## src/rtl/writeback_unit_pkg.sv

```systemverilog
// rtl/writeback_unit_pkg.sv - shared types and constants for the writeback stage
package writeback_unit_pkg;

  // Writeback sequencing: idle, waiting on a load response, or presenting a write.
  typedef enum logic [1:0] {
    S_IDLE     = 2'd0,
    S_WAIT_MEM = 2'd1,
    S_COMMIT   = 2'd2
  } wb_state_t;

  // Load access sizes; the unused encoding 2'b11 behaves as a word.
  localparam logic [1:0] LOAD_BYTE = 2'b00;
  localparam logic [1:0] LOAD_HALF = 2'b01;
  localparam logic [1:0] LOAD_WORD = 2'b10;

  localparam int WB_DATA_W = 32;
  localparam int WB_REG_AW = 5;

endpackage

```

## src/rtl/writeback_unit_if.sv

```systemverilog
// rtl/writeback_unit_if.sv - memory-stage input, memory response and register-file write bundle
interface writeback_unit_if #(
  parameter int DATA_W = 32,
  parameter int REG_AW = 5
);

  logic              in_valid;
  logic              in_ready;
  logic [REG_AW-1:0] in_rd;
  logic              in_reg_write;
  logic              in_is_load;
  logic              in_is_link;
  logic [1:0]        in_load_size;
  logic              in_load_unsigned;
  logic [1:0]        in_addr_lo;
  logic [DATA_W-1:0] in_alu_result;
  logic [DATA_W-1:0] in_pc_plus4;
  logic              mem_rdata_valid;
  logic [DATA_W-1:0] mem_rdata;
  logic              write_enable;
  logic [REG_AW-1:0] write_register;
  logic [DATA_W-1:0] write_data;
  logic              fwd_valid;
  logic [REG_AW-1:0] fwd_rd;
  logic [DATA_W-1:0] fwd_data;
  logic              load_timeout;

  // Upstream side: memory stage, data memory and the register-file consumer.
  modport master (
    output in_valid, in_rd, in_reg_write, in_is_load, in_is_link,
    output in_load_size, in_load_unsigned, in_addr_lo, in_alu_result, in_pc_plus4,
    output mem_rdata_valid, mem_rdata,
    input  in_ready, write_enable, write_register, write_data,
    input  fwd_valid, fwd_rd, fwd_data, load_timeout
  );

  // The writeback unit itself.
  modport slave (
    input  in_valid, in_rd, in_reg_write, in_is_load, in_is_link,
    input  in_load_size, in_load_unsigned, in_addr_lo, in_alu_result, in_pc_plus4,
    input  mem_rdata_valid, mem_rdata,
    output in_ready, write_enable, write_register, write_data,
    output fwd_valid, fwd_rd, fwd_data, load_timeout
  );

endinterface

```

## src/rtl/writeback_unit_load_align.sv

```systemverilog
// rtl/writeback_unit_load_align.sv - extracts and extends a byte/half/word from a raw memory word
module writeback_unit_load_align
  import writeback_unit_pkg::*;
#(
  parameter int DATA_W = WB_DATA_W
) (
  input  logic [1:0]        i_load_size,
  input  logic              i_load_unsigned,
  input  logic [1:0]        i_addr_lo,
  input  logic [DATA_W-1:0] i_raw,
  output logic [DATA_W-1:0] o_data
);

  logic [7:0]  w_byte;
  logic [15:0] w_half;
  logic        w_byte_sign;
  logic        w_half_sign;

  // Select the addressed lane, then zero- or sign-extend it to the datapath width.
  always_comb begin
    w_byte      = i_raw[{i_addr_lo, 3'b000} +: 8];
    w_half      = i_raw[{i_addr_lo[1], 4'b0000} +: 16];
    w_byte_sign = w_byte[7] & ~i_load_unsigned;
    w_half_sign = w_half[15] & ~i_load_unsigned;
    o_data      = i_raw;
    case (i_load_size)
      LOAD_BYTE: o_data = {{(DATA_W-8){w_byte_sign}}, w_byte};
      LOAD_HALF: o_data = {{(DATA_W-16){w_half_sign}}, w_half};
      LOAD_WORD: o_data = i_raw;
      default:   o_data = i_raw;
    endcase
  end

endmodule

```

## src/rtl/writeback_unit.sv

```systemverilog
// rtl/writeback_unit.sv - final pipeline stage driving the register-file write port and bypass
module writeback_unit
  import writeback_unit_pkg::*;
#(
  parameter int DATA_W   = WB_DATA_W,
  parameter int REG_AW   = WB_REG_AW,
  parameter int LOAD_TMO = 15
) (
  input  logic          clock,
  input  logic          reset,
  writeback_unit_if.slave bus
);

  localparam int CNT_W = $clog2(LOAD_TMO + 1);
  localparam logic [CNT_W-1:0] TMO_LIMIT = CNT_W'(LOAD_TMO);

  wb_state_t         r_state;
  logic [CNT_W-1:0]  r_cnt;
  logic [REG_AW-1:0] r_rd;
  logic              r_reg_write;
  logic [1:0]        r_load_size;
  logic              r_load_unsigned;
  logic [1:0]        r_addr_lo;
  logic              r_we;
  logic [REG_AW-1:0] r_wreg;
  logic [DATA_W-1:0] r_wdata;
  logic              r_timeout;

  logic              w_in_ready;
  logic              w_accept;
  logic              w_new_we;
  logic              w_load_we;
  logic [CNT_W-1:0]  w_cnt_next;
  logic [DATA_W-1:0] w_aligned;

  // The unit can take a new instruction whenever it is not blocked on a load.
  assign w_in_ready = (r_state != S_WAIT_MEM);
  assign w_accept   = bus.in_valid & w_in_ready;
  // Writes to x0 still sequence through COMMIT but never strobe the register file.
  assign w_new_we   = bus.in_reg_write & (bus.in_rd != '0);
  assign w_load_we  = r_reg_write & (r_rd != '0);
  assign w_cnt_next = r_cnt + 1'b1;

  writeback_unit_load_align #(
    .DATA_W (DATA_W)
  ) u_load_align (
    .i_load_size     (r_load_size),
    .i_load_unsigned (r_load_unsigned),
    .i_addr_lo       (r_addr_lo),
    .i_raw           (bus.mem_rdata),
    .o_data          (w_aligned)
  );

  // FSM: latches accepted instructions, waits on load data, and registers the write port.
  always_ff @(posedge clock or posedge reset) begin
    if (reset) begin
      r_state         <= S_IDLE;
      r_cnt           <= '0;
      r_rd            <= '0;
      r_reg_write     <= 1'b0;
      r_load_size     <= LOAD_BYTE;
      r_load_unsigned <= 1'b0;
      r_addr_lo       <= '0;
      r_we            <= 1'b0;
      r_wreg          <= '0;
      r_wdata         <= '0;
      r_timeout       <= 1'b0;
    end else begin
      r_we <= 1'b0;
      case (r_state)
        S_IDLE, S_COMMIT: begin
          if (w_accept) begin
            r_rd            <= bus.in_rd;
            r_reg_write     <= bus.in_reg_write;
            r_load_size     <= bus.in_load_size;
            r_load_unsigned <= bus.in_load_unsigned;
            r_addr_lo       <= bus.in_addr_lo;
            if (bus.in_is_load) begin
              r_state <= S_WAIT_MEM;
              r_cnt   <= '0;
            end else begin
              r_state <= S_COMMIT;
              r_we    <= w_new_we;
              if (w_new_we) begin
                r_wreg  <= bus.in_rd;
                r_wdata <= bus.in_is_link ? bus.in_pc_plus4 : bus.in_alu_result;
              end
            end
          end else begin
            r_state <= S_IDLE;
          end
        end
        S_WAIT_MEM: begin
          if (bus.mem_rdata_valid) begin
            r_state <= S_COMMIT;
            r_we    <= w_load_we;
            if (w_load_we) begin
              r_wreg  <= r_rd;
              r_wdata <= w_aligned;
            end
          end else if (w_cnt_next == TMO_LIMIT) begin
            r_timeout <= 1'b1;
            r_state   <= S_IDLE;
          end else begin
            r_cnt <= w_cnt_next;
          end
        end
        default: r_state <= S_IDLE;
      endcase
    end
  end

  assign bus.in_ready       = w_in_ready;
  assign bus.write_enable   = r_we;
  assign bus.write_register = r_wreg;
  assign bus.write_data     = r_wdata;
  assign bus.fwd_valid      = r_we;
  assign bus.fwd_rd         = r_wreg;
  assign bus.fwd_data       = r_wdata;
  assign bus.load_timeout   = r_timeout;

endmodule
```

## src/flat_wrapper.sv

```systemverilog
// flat-port wrapper written by rule: the top's interface ports become plain ports
module writeback_unit_flat import writeback_unit_pkg::*;
#(
  parameter int DATA_W   = WB_DATA_W,
  parameter int REG_AW   = WB_REG_AW,
  parameter int LOAD_TMO = 15
)
  (clock, reset, bus_in_valid, bus_in_rd, bus_in_reg_write, bus_in_is_load, bus_in_is_link, bus_in_load_size, bus_in_load_unsigned, bus_in_addr_lo, bus_in_alu_result, bus_in_pc_plus4, bus_mem_rdata_valid, bus_mem_rdata, bus_in_ready, bus_write_enable, bus_write_register, bus_write_data, bus_fwd_valid, bus_fwd_rd, bus_fwd_data, bus_load_timeout);
  writeback_unit_if #(.DATA_W(DATA_W), .REG_AW(REG_AW)) bus_i ();
  input  logic clock;
  input  logic reset;
  input wire logic [$bits(bus_i.in_valid)-1:0] bus_in_valid;
  input wire logic [$bits(bus_i.in_rd)-1:0] bus_in_rd;
  input wire logic [$bits(bus_i.in_reg_write)-1:0] bus_in_reg_write;
  input wire logic [$bits(bus_i.in_is_load)-1:0] bus_in_is_load;
  input wire logic [$bits(bus_i.in_is_link)-1:0] bus_in_is_link;
  input wire logic [$bits(bus_i.in_load_size)-1:0] bus_in_load_size;
  input wire logic [$bits(bus_i.in_load_unsigned)-1:0] bus_in_load_unsigned;
  input wire logic [$bits(bus_i.in_addr_lo)-1:0] bus_in_addr_lo;
  input wire logic [$bits(bus_i.in_alu_result)-1:0] bus_in_alu_result;
  input wire logic [$bits(bus_i.in_pc_plus4)-1:0] bus_in_pc_plus4;
  input wire logic [$bits(bus_i.mem_rdata_valid)-1:0] bus_mem_rdata_valid;
  input wire logic [$bits(bus_i.mem_rdata)-1:0] bus_mem_rdata;
  output wire logic [$bits(bus_i.in_ready)-1:0] bus_in_ready;
  output wire logic [$bits(bus_i.write_enable)-1:0] bus_write_enable;
  output wire logic [$bits(bus_i.write_register)-1:0] bus_write_register;
  output wire logic [$bits(bus_i.write_data)-1:0] bus_write_data;
  output wire logic [$bits(bus_i.fwd_valid)-1:0] bus_fwd_valid;
  output wire logic [$bits(bus_i.fwd_rd)-1:0] bus_fwd_rd;
  output wire logic [$bits(bus_i.fwd_data)-1:0] bus_fwd_data;
  output wire logic [$bits(bus_i.load_timeout)-1:0] bus_load_timeout;
  assign bus_i.in_valid = bus_in_valid;
  assign bus_i.in_rd = bus_in_rd;
  assign bus_i.in_reg_write = bus_in_reg_write;
  assign bus_i.in_is_load = bus_in_is_load;
  assign bus_i.in_is_link = bus_in_is_link;
  assign bus_i.in_load_size = bus_in_load_size;
  assign bus_i.in_load_unsigned = bus_in_load_unsigned;
  assign bus_i.in_addr_lo = bus_in_addr_lo;
  assign bus_i.in_alu_result = bus_in_alu_result;
  assign bus_i.in_pc_plus4 = bus_in_pc_plus4;
  assign bus_i.mem_rdata_valid = bus_mem_rdata_valid;
  assign bus_i.mem_rdata = bus_mem_rdata;
  assign bus_in_ready = bus_i.in_ready;
  assign bus_write_enable = bus_i.write_enable;
  assign bus_write_register = bus_i.write_register;
  assign bus_write_data = bus_i.write_data;
  assign bus_fwd_valid = bus_i.fwd_valid;
  assign bus_fwd_rd = bus_i.fwd_rd;
  assign bus_fwd_data = bus_i.fwd_data;
  assign bus_load_timeout = bus_i.load_timeout;
  writeback_unit #(.DATA_W(DATA_W), .REG_AW(REG_AW), .LOAD_TMO(LOAD_TMO)) u_core (.clock(clock), .reset(reset), .bus(bus_i));
endmodule
```

## config.mk

```make
export PLATFORM = sky130hd
export DESIGN_NAME = writeback_unit_flat
export DESIGN_NICKNAME = d
export VERILOG_FILES = /design/src/rtl/writeback_unit_pkg.sv /design/src/rtl/writeback_unit_if.sv /design/src/rtl/writeback_unit_load_align.sv /design/src/rtl/writeback_unit.sv /design/src/flat_wrapper.sv
export SDC_FILE = /design/constraint.sdc
export NUM_CORES = 1
export LEC_CHECK = 0
export CAP_MARGIN = 20
export CORE_UTILIZATION = 44
export CTS_CLUSTER_SIZE = 24
export DETAILED_ROUTE_END_ITERATION = 10
export HOLD_SLACK_MARGIN = 0.05
export MAX_ROUTING_LAYER = met4
export PLACE_DENSITY = 0.87
export SYNTH_ARGS = -nofsm -noshare
export SYNTH_HDL_FRONTEND = slang
export SYNTH_SLANG_ARGS = --single-unit
```

## constraint.sdc

```tcl
create_clock -name clock -period 5.65 [get_ports clock]
set_input_delay 0.8475 -clock clock [delete_from_list [all_inputs] [get_ports clock]]
set_output_delay 0.8475 -clock clock [all_outputs]
set_load 0.01 [all_outputs]
```

==> metrics.txt <==
# TYPE chip_impl_metric gauge
chip_impl_info{name="yosys.area.top_type",value="sky130_fd_sc_hd__dfrtp_1"} 1
chip_impl_metric{name="routabilityCongestion",unit=""} 0.8079
chip_impl_metric{name="core.rowCount",unit=""} 33
chip_impl_metric{name="layout_utilization",unit="%"} 67.08
chip_impl_metric{name="dpl.hpwl",unit="mm"} 8.638
chip_impl_metric{name="total_iterations_of_the_first_detailed_routing_run",unit=""} 5
chip_impl_metric{name="num_io_pins",unit=""} 191
chip_impl_metric{name="fp.coreArea",unit="um^2"} 8258
chip_impl_metric{name="global_route.usage.total",unit="%"} 25.81
chip_impl_info{name="clock_tree_from_tritoncts",value="done"} 1
chip_impl_info{name="worstSetupPathType",value="register to primary output"} 1
chip_impl_metric{name="number_of_nets_produced_by_synthesis",unit=""} 531
chip_impl_metric{name="irDropWorstVdd",unit="mV"} 0.1977
chip_impl_metric{name="synth.yosys.seq_area_share",unit="%"} 36.99
chip_impl_metric{name="floorplan.initialDensity",unit="%"} 45.88
chip_impl_metric{name="stdcell_count",unit=""} 653
chip_impl_metric{name="netlist_area",unit="um^2"} 3789
chip_impl_metric{name="timing.critical_path.required",unit="ps"} 4800
chip_impl_metric{name="finalWorstPathRequiredPeriod",unit="ps"} 3011
chip_impl_info{name="min-delay-path-class",value="register to register"} 1
chip_impl_metric{name="drcViolationCount",unit=""} 0
chip_impl_metric{name="cp_max_fo",unit=""} 31
chip_impl_metric{name="max_freq",unit="MHz"} 332.1
chip_impl_metric{name="synth.lib_cells_used.distinct",unit=""} 44
chip_impl_metric{name="report.final.hold_viol_count",unit=""} 0
chip_impl_info{name="grt_setup_unrepaired",value="no"} 1
chip_impl_info{name="synth.top_cells.by_area",value="sky130_fd_sc_hd__dfrtp_1, sky130_fd_sc_hd__mux2i_1, sky130_fd_sc_hd__buf_4"} 1
chip_impl_metric{name="tightest_slew",unit="ps"} 977.4
chip_impl_info{name="crit_slowest_cell",value="sky130_fd_sc_hd__nor2b_4"} 1
chip_impl_info{name="top_cells_by_instance_count_after_synthesis",value="sky130_fd_sc_hd__dfrtp_1, sky130_fd_sc_hd__nand2_1, sky130_fd_sc_hd__buf_4, sky130_fd_sc_hd__mux2i_1, sky130_fd_sc_hd__nor2_1"} 1
chip_impl_metric{name="clock_buffer_count_from_cts",unit=""} 5
chip_impl_info{name="most_used_standard_cell_by_instance_count_after_synthesis",value="sky130_fd_sc_hd__dfrtp_1"} 1
chip_impl_metric{name="die_width",unit="um"} 94.79
chip_impl_metric{name="slew_headroom",unit="%"} 34.84
chip_impl_metric{name="vias_per_cell",unit=""} 5.429
chip_impl_metric{name="clkSlewWorstSetupHoldPaths",unit="ps"} 100
chip_impl_metric{name="synthesis.instances",unit=""} 416
chip_impl_metric{name="p_per_area",unit="nW/um^2"} 336.0
chip_impl_metric{name="synth-edff-count",unit=""} 0
chip_impl_metric{name="totalWireLength",unit="mm"} 11.32
chip_impl_metric{name="syn2layout_area_growth",unit="%"} 46.20
chip_impl_metric{name="cts-root-to-sink-buffers",unit=""} 2
chip_impl_metric{name="leakagePower",unit="uW"} 0.002274
chip_impl_metric{name="final_max_slew_viol_count",unit=""} 0
chip_impl_metric{name="detailedPlace.worstSlack",unit="ps"} 2453
chip_impl_metric{name="numPlacedInstances",unit=""} 645
chip_impl_info{name="synth-main-ff-cell",value="sky130_fd_sc_hd__dfrtp_1"} 1
chip_impl_metric{name="timing.final.setup_violations",unit=""} 0
chip_impl_metric{name="fin_skew",unit="ps"} 6.265
chip_impl_metric{name="finalWorstSetupSlack",unit="ps"} 2639
chip_impl_metric{name="grt_antenna_before_repair",unit=""} 0
chip_impl_metric{name="r2r_setup_slack",unit="ps"} 2910
chip_impl_metric{name="cts_hold_repair.buffers",unit=""} 0
chip_impl_metric{name="clk-insertion-delay-late",unit="ps"} 310
chip_impl_metric{name="clock_tree.htree_level_count",unit=""} 2
chip_impl_metric{name="global_route_wire_length_before_repair",unit="mm"} 17.43
chip_impl_metric{name="synthesis.yosys.warnings",unit=""} 0
chip_impl_info{name="worstSetupStartpointType",value="register"} 1
chip_impl_metric{name="clock_sinks",unit=""} 56
chip_impl_info{name="crit_chain",value="nor2b_4 -> inv_2 -> clkdlybuf4s50_1"} 1
chip_impl_metric{name="critical_path.max_stage_delay",unit="ps"} 600
chip_impl_metric{name="post_synth_top_area_share",unit="%"} 36.99
chip_impl_metric{name="num_vias",unit=""} 3545
chip_impl_info{name="run_status",value="finished, final reports clean"} 1
chip_impl_metric{name="floorplan.die.height",unit="um"} 94.79
chip_impl_metric{name="async_flop_share",unit="%"} 100.0
chip_impl_metric{name="number_of_buffers_inserted_by_port_buffering",unit=""} 190
chip_impl_metric{name="postSynthRegisterBits",unit=""} 56
chip_impl_metric{name="detail-route-antenna-nets",unit=""} 0
chip_impl_metric{name="design.die.area",unit="um^2"} 8985
chip_impl_metric{name="grt_start_max_net_pins",unit=""} 65
chip_impl_metric{name="post_route_cells_drive_above_1_share",unit="%"} 7.117
chip_impl_metric{name="grt_pass1_vias",unit=""} 3452
chip_impl_metric{name="post_cts_resized",unit=""} 0
chip_impl_metric{name="grt_overflow_total",unit=""} 0
chip_impl_metric{name="postCtsSetupBuffers",unit=""} 0
chip_impl_metric{name="wire_per_inst",unit="um"} 17.34
chip_impl_metric{name="tns",unit="ps"} 0
chip_impl_metric{name="finalNetCount",unit=""} 662
chip_impl_metric{name="fin_crit_sh",unit="%"} 53.29
chip_impl_info{name="cts.root.buffer_cell",value="sky130_fd_sc_hd__clkbuf_8"} 1
chip_impl_metric{name="worstPathArrival",unit="ps"} 2160
chip_impl_metric{name="drv.max_cap_violation_count",unit=""} 0
chip_impl_metric{name="starting_drc_count_in_detailed_routing",unit=""} 214
chip_impl_metric{name="antenna-diode-count",unit=""} 0
chip_impl_metric{name="postSynthAreaPerCell",unit="um^2"} 9.107
chip_impl_info{name="critical_path.endpoint_type",value="primary output"} 1
report_power, final:
part	leakage [uW]	switching [uW]	internal, uW
Clock	0.0000583	142	134
Combinational	0.00153	390	546
Sequential	0.000691	126	523
Total	0.00227	658	1200
logic make-up (layout without fill, tap and decap cells):
logic type | after synthesis | after routing | share of synthesized area (%)
and+or+nand+nor | 117 | 117 | 14.89
AOI/OAI and AO/OA | 107 | 107 | 20.01
buffers and inverters | 80 | 212 | 12.52
DFF | 56 | 56 | 36.99
muxes | 54 | 54 | 14.93
adders and majority gates | 2 | 2 | 0.6604
area by class of cell:
class	instances	area, um^2
Clock buffer	5	68.82
Clock inverter	3	47.55
Fill cell	669	2719
Inverter	9	33.78
Multi-Input combinational cell	280	1922
Sequential cell	56	1401
Tap cell	105	131.4
Timing Repair Buffer	195	1934
metal layers:
| metal | share of wire, % | up-vias | track usage [%] |
|---|---|---|---|
| li1 | - | 1727 | - |
| met1 | 41 | 1662 | 31.04 |
| met2 | 51 | 144 | 44.60 |
| met3 | 7.7 | 12 | 5.153 |
| met4 | 0.95 | 0 | 5.556 |
| met5 | 0 | - | - |
path summary, 6_finish.rpt:
path / start / endpoint / cells past startpoint
max: u_core.r_state[0]$_DFFE_PP0P_ / bus_in_ready / 3
min: u_core.bus.load_timeout$_DFFE_PP0P_ / u_core.bus.load_timeout$_DFFE_PP0P_ / 1
max reg2reg: u_core.r_addr_lo[1]$_DFFE_PP0P_ / u_core.bus.fwd_data[28]$_DFFE_PP0P_ / 5
min reg2reg: u_core.bus.load_timeout$_DFFE_PP0P_ / u_core.bus.load_timeout$_DFFE_PP0P_ / 1
max in group asynchronous: reset / u_core.r_load_unsigned$_DFFE_PP0P_ / 3
min in group asynchronous: reset / u_core.bus.fwd_data[25]$_DFFE_PP0P_ / 3
critical path, delay by kind of cell (launching register included):
| kind | cells | cell delay, ps |
|---|---|---|
| buffers and inverters | 2 | 870 |
| AND/OR/NAND/NOR | 1 | 600 |
| flip-flops | 1 | 390 |
per-stage QoR:
stage | power [uW] | hold slack, ps | area [um^2]
after global placement | 1569 | 457.0 | 5423
after detailed placement | 1598 | 461.4 | 5423
final | 1861 | 484.5 | 5539
after global routing | 1976 | 503.0 | 5539
after CTS | 1870 | 490.6 | 5539
after floorplan | 1165 | 454.6 | 3789
registers in the layout, summed over array words and instances, names as in the netlist:
| register | count |
|---|---|
| u_core.bus.fwd_data | 32 |
| u_core.bus.fwd_rd | 5 |
| u_core.bus.fwd_valid | 1 |
| u_core.bus.load_timeout | 1 |
| u_core.r_addr_lo | 2 |
| u_core.r_cnt | 4 |
| u_core.r_load_size | 2 |
| u_core.r_load_unsigned | 1 |
| u_core.r_rd | 5 |
| u_core.r_reg_write | 1 |
| u_core.r_state | 2 |
cells in the final DEF, fill, tap and decap left out, types with 3 or more instances in the layout:
| cell | count |
|---|---|
| sky130_fd_sc_hd__o221ai_1 | 6 |
| sky130_fd_sc_hd__a211oi_1 | 4 |
| sky130_fd_sc_hd__nand2b_1 | 5 |
| sky130_fd_sc_hd__nor2b_1 | 16 |
| sky130_fd_sc_hd__dfrtp_1 | 56 |
| sky130_fd_sc_hd__inv_1 | 6 |
| sky130_fd_sc_hd__a31oi_1 | 6 |
| sky130_fd_sc_hd__nand3b_1 | 6 |
| sky130_fd_sc_hd__mux2_1 | 11 |
| sky130_fd_sc_hd__inv_2 | 3 |
| sky130_fd_sc_hd__a21oi_1 | 12 |
| sky130_fd_sc_hd__mux2i_1 | 34 |
| sky130_fd_sc_hd__o22ai_1 | 8 |
| sky130_fd_sc_hd__a221oi_1 | 6 |
| sky130_fd_sc_hd__clkbuf_8 | 5 |
| sky130_fd_sc_hd__o21ai_1 | 28 |
| sky130_fd_sc_hd__nor2_1 | 33 |
| sky130_fd_sc_hd__nand2_1 | 44 |
| sky130_fd_sc_hd__o21ai_2 | 9 |
| sky130_fd_sc_hd__buf_4 | 5 |
| sky130_fd_sc_hd__a311oi_1 | 17 |
| sky130_fd_sc_hd__mux2_2 | 9 |
| sky130_fd_sc_hd__clkdlybuf4s50_1 | 189 |
Note: power is estimated with default switching activity, not from simulation.
